==> config.mk <==
export PLATFORM = sky130hd
export DESIGN_NAME = tmo_scheduler
export DESIGN_NICKNAME = d
export VERILOG_FILES = /design/src/rtl/tmo_scheduler_pkg.sv /design/src/rtl/tmo_channel.sv /design/src/rtl/tmo_scheduler.sv
export SDC_FILE = /design/constraint.sdc
export NUM_CORES = 1
export LEC_CHECK = 0
export BUFFER_PORTS_ARGS = -buffer_cell sky130_fd_sc_hd__clkbuf_2
export CAP_MARGIN = 0
export CORE_MARGIN = 2
export CORE_UTILIZATION = 61
export DETAILED_ROUTE_END_ITERATION = 10
export PLACE_DENSITY = 0.8
export SLEW_MARGIN = 25
export SYNTH_ARGS = -nofsm -noshare
export SYNTH_HDL_FRONTEND = slang
export SYNTH_HIERARCHICAL = 1
export SYNTH_SLANG_ARGS = --single-unit
==> constraint.sdc <==
create_clock -name CLK -period 3.2 [get_ports CLK]
set_clock_uncertainty 0.2 [all_clocks]
set_input_delay 0.8 -clock CLK [delete_from_list [all_inputs] [get_ports CLK]]
set_output_delay 0.8 -clock CLK [all_outputs]
set_load 0.03 [all_outputs]
==> src/rtl/tmo_scheduler_pkg.sv <==
// ============================================================================
// Module   : tmo_scheduler_pkg
// Brief    : Shared unit/state encodings and tick selection for tmo_scheduler.
// Revision : 1.0 - initial release
// ============================================================================
`default_nettype none

package tmo_scheduler_pkg;

  localparam logic [1:0] UNIT_US = 2'd0;
  localparam logic [1:0] UNIT_MS = 2'd1;
  localparam logic [1:0] UNIT_S  = 2'd2;

  typedef enum logic [0:0] {
    ST_IDLE = 1'b0,
    ST_RUN  = 1'b1
  } state_t;

  // Unit code 3 is an alias of the millisecond tick.
  function automatic logic sel_tick(input logic [1:0] unit,
                                    input logic       us,
                                    input logic       ms,
                                    input logic       s);
    logic t;
    case (unit)
      UNIT_US: t = us;
      UNIT_S:  t = s;
      default: t = ms;
    endcase
    return t;
  endfunction

endpackage

`default_nettype wire

==> src/rtl/tmo_channel.sv <==
// ============================================================================
// Module   : tmo_channel
// Brief    : One-shot timeout channel: down-counter on a selected tick.
// Revision : 1.0 - initial release
// ============================================================================
`default_nettype none

module tmo_channel
  import tmo_scheduler_pkg::*;
#(
  parameter int CNT_W = 16
) (
  input  logic             CLK,
  input  logic             RST,
  input  logic             i_start,
  input  logic [CNT_W-1:0] i_load_val,
  input  logic [1:0]       i_load_unit,
  input  logic             i_stop,
  input  logic             i_tick_us,
  input  logic             i_tick_ms,
  input  logic             i_tick_s,
  output logic             o_busy,
  output logic             o_expire
);

  localparam logic [CNT_W-1:0] c_one = {{(CNT_W-1){1'b0}}, 1'b1};

  state_t           r_state;
  logic [CNT_W-1:0] r_cnt;
  logic [1:0]       r_unit;
  logic             r_busy;
  logic             r_expire;

  state_t           w_state_nxt;
  logic [CNT_W-1:0] w_cnt_nxt;
  logic [1:0]       w_unit_nxt;
  logic             w_expire_nxt;
  logic             w_tick;

  assign w_tick = sel_tick(r_unit, i_tick_us, i_tick_ms, i_tick_s);

  // Priority START > STOP > tick; a zero-length arm expires immediately.
  always_comb begin
    w_state_nxt  = r_state;
    w_cnt_nxt    = r_cnt;
    w_unit_nxt   = r_unit;
    w_expire_nxt = 1'b0;
    if (i_start) begin
      if (i_load_val != '0) begin
        w_state_nxt = ST_RUN;
        w_cnt_nxt   = i_load_val;
        w_unit_nxt  = i_load_unit;
      end else begin
        w_state_nxt  = ST_IDLE;
        w_cnt_nxt    = '0;
        w_expire_nxt = 1'b1;
      end
    end else if (r_state == ST_RUN) begin
      if (i_stop) begin
        w_state_nxt = ST_IDLE;
        w_cnt_nxt   = '0;
      end else if (w_tick) begin
        if (r_cnt == c_one) begin
          w_state_nxt  = ST_IDLE;
          w_cnt_nxt    = '0;
          w_expire_nxt = 1'b1;
        end else begin
          w_cnt_nxt = r_cnt - c_one;
        end
      end
    end
  end

  always_ff @(posedge CLK) begin
    if (RST) begin
      r_state  <= ST_IDLE;
      r_cnt    <= '0;
      r_unit   <= UNIT_US;
      r_busy   <= 1'b0;
      r_expire <= 1'b0;
    end else begin
      r_state  <= w_state_nxt;
      r_cnt    <= w_cnt_nxt;
      r_unit   <= w_unit_nxt;
      r_busy   <= (w_state_nxt == ST_RUN);
      r_expire <= w_expire_nxt;
    end
  end

  assign o_busy   = r_busy;
  assign o_expire = r_expire;

endmodule

`default_nettype wire

==> src/rtl/tmo_scheduler.sv <==
// ============================================================================
// Module   : tmo_scheduler
// Brief    : Multi-channel one-shot timeout scheduler driven by timer ticks.
// Revision : 1.0 - initial release
// ============================================================================
`default_nettype none

module tmo_scheduler
  import tmo_scheduler_pkg::*;
#(
  parameter int NCH   = 4,
  parameter int CNT_W = 16
) (
  input  logic             CLK,
  input  logic             RST,
  input  logic             TIM_1US,
  input  logic             TIM_1MS,
  input  logic             TIM_1S,
  input  logic             START,
  input  logic [2:0]       LOAD_CH,
  input  logic [CNT_W-1:0] LOAD_VAL,
  input  logic [1:0]       LOAD_UNIT,
  input  logic [NCH-1:0]   STOP,
  output logic [NCH-1:0]   BUSY,
  output logic [NCH-1:0]   EXPIRE
);

  logic [NCH-1:0] w_start;

  // Indices at or above NCH match no channel and are therefore ignored.
  for (genvar i = 0; i < NCH; i++) begin : g_ch
    assign w_start[i] = START && (LOAD_CH == 3'(i));

    tmo_channel #(
      .CNT_W (CNT_W)
    ) u_chan (
      .CLK         (CLK),
      .RST         (RST),
      .i_start     (w_start[i]),
      .i_load_val  (LOAD_VAL),
      .i_load_unit (LOAD_UNIT),
      .i_stop      (STOP[i]),
      .i_tick_us   (TIM_1US),
      .i_tick_ms   (TIM_1MS),
      .i_tick_s    (TIM_1S),
      .o_busy      (BUSY[i]),
      .o_expire    (EXPIRE[i])
    );
  end

endmodule

`default_nettype wire
## Yosys cells after proc, flatten, opt, wreduce, memory -nomap -nowiden

Cells that the tools add are included.

| cells by class | value |
|---|---|
| $add $sub $neg | 4 |
| equality and inequality tests | 11 |
| muxes and demuxes | 67 |
| reductions and logical operators | 26 |

Operators with widths:

| operator | number |
|---|---|
| 16-bit 2-to-1 mux | 21 |
| 16-bit by 1-bit equality test with 1-bit output (second input constant) | 4 |
| 16-bit by 1-bit subtractor with 16-bit output (second input constant) | 4 |
| 1-bit 2-to-1 mux | 42 |
| 2-bit AND reduction | 8 |
| 16-bit nonzero test | 1 |
| 3-bit nonzero test | 4 |
| 2-bit equality test (second input constant) | 4 |
| 2-bit logical NOT | 4 |
| 1-bit one-hot mux with 2 select lines | 4 |
| 2-bit nonzero test | 4 |
| 3-bit by 2-bit equality test with 1-bit output (second input constant) | 2 |
| 1-bit logical AND | 4 |
| 3-bit by 1-bit equality test with 1-bit output (second input constant) | 1 |
| 3-bit logical NOT | 1 |

| storage, ports and cells | value |
|---|---|
| flip-flop bits (word level) | 80 |
| input bits | 31 |
| word-level logic and storage cells | 124 |

## Longest topological paths before layout

| depth | value |
|---|---|
| depth in word-level cells | 6 |
| depth in mapped cells | 8 |
| depth with buffers taken out | 7 |

## By module

The synthesis kept the hierarchy.

Modules (own cells, without submodules):

| module | times used | cells an instance | area each (µm²) | seq. area each (µm²) |
|---|---|---|---|---|
| tmo_channel | 4 | 147 | 1219.9 | 400.4 |
| tmo_scheduler | 1 | 4 | 50.0 | 0.0 |

## Worst setup path before layout

OpenSTA, ideal clock, no wires.

| timing path | value |
|---|---|
| kind | input to register |
| from | in LOAD_CH[0] |
| to | reg g_ch[0].u_chan.r_cnt[2] |
| data arrival time | 2.320 ns |
| required time | 2.883 ns |
| setup slack | 0.562 ns |
| stages | 8 |
| path buffers | 2 |
| cells stage by stage | nor4b_2 -> clkbuf_1 -> or2_2 -> o22ai_1 -> a21oi_1 -> clkbuf_1 -> o21ai_0 -> a32o_1 |

| on the way | value |
|---|---|
| longest elaborated chain between the ends | 4 |

RTL lines:

| what | line | RTL |
|---|---|---|
| start, declared | tmo_scheduler.sv:20 | `input logic [2:0] LOAD_CH,` |
| 3-bit logical NOT * | tmo_scheduler.sv:32 | `assign w_start[i] = START && (LOAD_CH == 3'(i));` |
| 1-bit logical AND * | tmo_scheduler.sv:32 |  |
| 3-bit nonzero test (no line) or 2-bit nonzero test (tied branches) | n/a |  |
| 2-bit AND reduction (no line) | n/a |  |
| end signal, assigned | tmo_channel.sv:83 | `r_cnt <= w_cnt_nxt;` |
| end, declared | tmo_channel.sv:29 | `logic [CNT_W-1:0] r_cnt;` |

Mark *: on every way between the ends. The rest lies on a longest branch, timed or not.
A chain may end at the register's enable or synchronous reset.

## Worst setup path in the final report

| timing path | value |
|---|---|
| from | in LOAD_CH[2] |
| to | reg g_ch[3].u_chan.r_cnt[2] |

| on the way | value |
|---|---|
| longest elaborated chain between the ends | 4 |

RTL lines:

| what | line | RTL |
|---|---|---|
| 3-bit by 2-bit equality test with 1-bit output * | tmo_scheduler.sv:32 |  |
| 1-bit logical AND * | tmo_scheduler.sv:32 |  |
| via w_start[3] | tmo_scheduler.sv:28 | `logic [NCH-1:0] w_start;` |
| 3-bit nonzero test (no line) or 2-bit nonzero test (tied branches) | n/a |  |
| 2-bit AND reduction (no line) | n/a |  |
| end signal, assigned | tmo_channel.sv:83 |  |
| end, declared | tmo_channel.sv:29 |  |

Mark *: on every way through the listed nets, which the timed path passes. The rest lies on a longest branch.

==> summary.txt <==
Worst setup path
  • CP max FO: 12
  • Critical path's slowest cell: and2_1
  • Worst path top cell family by delay: simple AND/OR/NAND/NOR gates
  • Slowest stage delay, CP: 490 ps
  • CP bufs+invs: 1
  • FF-to-FF setup slack: 850 ps
  • Type of origin of the critical path: input pin
  • CP cell instances: clkbuf_2 -> and4b_1 -> or2_2 -> o22ai_1 -> a21oi_1 -> and2_1 -> a32o_1
  • Worst Setup End Kind: flop
  • CP Data Required Time: 3310 ps
  • Crit path arrival time: 2710 ps
  • Crit path kind: in -> reg

Timing
  • Slew Limit Fails: 0
  • RSZ-0062 raised after global routing: no
  • Final Cycle Share: 81.3%
  • Fmax: 385 MHz
  • Slew @ Worst Pin: 945 ps
  • Fin Hold WS: 332 ps
  • Setup Viol. Count Final: 0
  • Post-layout min period: 2600 ps
  • Hold Violations, Final: 0
  • Slew HR: 36.4%
  • TNS Setup: 0 ps

Clock network
  • TritonCTS clock tree: done
  • Postcts setup bufs: 0
  • Clk sinks: 80
  • Clk_lat worst skew: 370 ps
  • CTS clk-pin slew, worst paths: 80 ps
  • Cts hold-fix bufs: 0
  • Post-cts sizing count: 0
  • Number of buffers created by CTS: 9
  • H-tree depth: 3
  • Clk buf depth: 2
  • Clock Tree Root: clkbuf_8

Detailed routing
  • DR vias: 4,968
  • Drt wl/cell: 19.0 um
  • Vias per inst: 6.70
  • DR iter-0 viols: 298
  • Final ANT Viol Nets: 0
  • DRC viols: 0
  • Total wire length: 14.1 mm
  • Pre-antenna DRT Iters: 5

Synthesis
  • #FFs+latches synth: 80
  • Syn nets: 631
  • Post-synth EDFFs: 0
  • Syn Inst Count: 592
  • Ys async rst share: 0%
  • Seq/Total Area, Yosys: 32.5%
  • Avg Inst Size Synth: 8.33 um2
  • Mapped cell area: 4930 um2
  • Post-synth top flop: dfxtp_1
  • Yosys cell types: 47
  • Yosys warning count: 6

Global route
  • Largest net degree at the start of global routing: 28
  • Initial antenna violation count: 0
  • Vias in the first global route: 4,611
  • GRT Util Overall: 32.8%
  • Global route overflow: 0
  • First-pass GRT wire length: 22.9 mm

Layout
  • Most common cell after layout, fill and taps aside: dfxtp_1
  • # diodes: 0
  • Sequential cell area: 1600 um2
  • Post-Layout Cell Count: 741
  • Share of layout cells above drive strength 1: 16.0%
  • Area grow syn2layout: 11.5%
  • Multi-input gate area: 3160 um2
  • Nets: 673
  • Fillers: 641
  • Highest-count cells in the layout ignoring fill and taps: dfxtp_1, nand2_1, o21ai_0, nor2_1, xor2_1

Floorplanning
  • Std-Cell Rows: 32
  • Die Area: 8820 um2
  • Die Wd: 93.9 um
  • Ports: 39
  • Initial Util: 63.5%
  • Core ar.: 7770 um2
  • Die Y: 93.9 um

Placement
  • PortBufs: 38
  • Placer Congestion: 0.960
  • HPWL after DPL: 9.66 mm
  • Cells after DPL: 725

Min path
  • Hold crit path type: reg -> reg

Power
  • Power Total: 2530 uW
  • Part of the power in registers: 42.6%
  • Combinational Power Share: 24.0%
  • Pwr Density: 461 nW/um2
  • NetSw: 817 uW
  • Sw Share: 32.3%
  • Worst VDD drop: 297 uV
  • Power Internal: 1720 uW
  • Leak pwr: 0.00231 uW
  • Clock share of power: 33.4%

Flow run
  • Max Cap Viol: 0

Run status
  • Status: completed
[power by group through the flow]
| stage | Combinational [uW] | Sequential, uW | Clock [uW] |
|---|---|---|---|
| after floorplan | 437 | 1090 | 0 |
| after global placement | 571 | 1100 | 0 |
| after detailed placement | 594 | 1100 | 0 |
| after CTS | 598 | 1080 | 857 |
| after global routing | 671 | 1080 | 900 |
| final | 608 | 1080 | 848 |
[worst register-to-register path, cell delays in order, from the launching register on]
cell,delay (ps)
dfxtp_1,370
inv_1,110
ha_1,200
nor3b_2,450
nand3_1,170
a2111oi_0,400
a31oi_1,100
a311oi_1,260
[synth_stat cells, types with 8 or more instances]
master | number | area share [%]
a22o_1 | 36 | 6.4
a31oi_1 | 8 | 1.0
nand4b_1 | 8 | 1.4
nand2b_1 | 8 | 1.0
nor3_1 | 12 | 1.2
mux2i_1 | 8 | 1.6
inv_1 | 20 | 1.5
clkbuf_1 | 16 | 1.2
a311oi_1 | 8 | 1.4
nor2_1 | 40 | 3.0
dfxtp_1 | 80 | 32
nand3_1 | 16 | 1.6
a32o_1 | 8 | 1.6
xor2_1 | 40 | 7.1
nor4_1 | 28 | 3.6
ha_1 | 8 | 2.0
a21oi_1 | 8 | 0.81
o21ai_0 | 60 | 6.1
nand2_1 | 72 | 5.5
nand4_1 | 8 | 1.0
[path summary, 6_finish.rpt]
kind,from,endpoint,depth (start not counted)
max reg2reg,g_ch[0].u_chan/r_cnt[0],g_ch[0].u_chan/r_cnt[12],7
max,LOAD_CH[2],g_ch[3].u_chan/r_cnt[2],7
min,g_ch[2].u_chan/r_unit[1],g_ch[2].u_chan/r_unit[1],2
min reg2reg,g_ch[2].u_chan/r_unit[1],g_ch[2].u_chan/r_unit[1],2
[flip-flops by register name, indices dropped and copies added, names as in the netlist]
register,count
g_ch.u_chan/o_expire,4
g_ch.u_chan/r_cnt,64
g_ch.u_chan/r_unit,8
g_ch.u_chan/o_busy,4
[per-stage QoR]
| step | setup slack (ps) | area [um2] | util [%] |
|---|---|---|---|
| 2_1_floorplan | 562 | 4930 | - |
| 3_3_place_gp | 345 | 5280 | 68.0 |
| 3_5_place_dp | 237 | 5280 | 68.0 |
| 4_1_cts | 622 | 5500 | 70.8 |
| 5_1_grt | 424 | 5500 | 70.8 |
| 6_report | 600 | 5500 | 70.8 |
[layout make-up]
type / instances / area share, %
clock buffers: 9 / 2.25
clock inverters: 7 / 1.73
inverters: 20 / 1.37
multi-input cells: 468 / 57.4
flip-flops and latches: 80 / 29.1
well taps: 102 / 2.32
repair buffers: 55 / 5.78
[logic make-up after synthesis]
family / share of synthesized area (%)
AOI/OAI and AO/OA: 23.6
xor gates and xnor gates: 7.82
adders and majority gates: 2.03
buffers and inverters: 3.45
DFF: 32.5
muxes: 1.62
and+or+nand+nor: 29.0
[per-layer routing]
layer	wire, um	global-route usage [%]
met1	5980	43.9
met5	0	0
met4	436	12.4
met3	1120	4.82
met2	6570	53.6
Note: power is estimated with default switching activity, not from simulation.
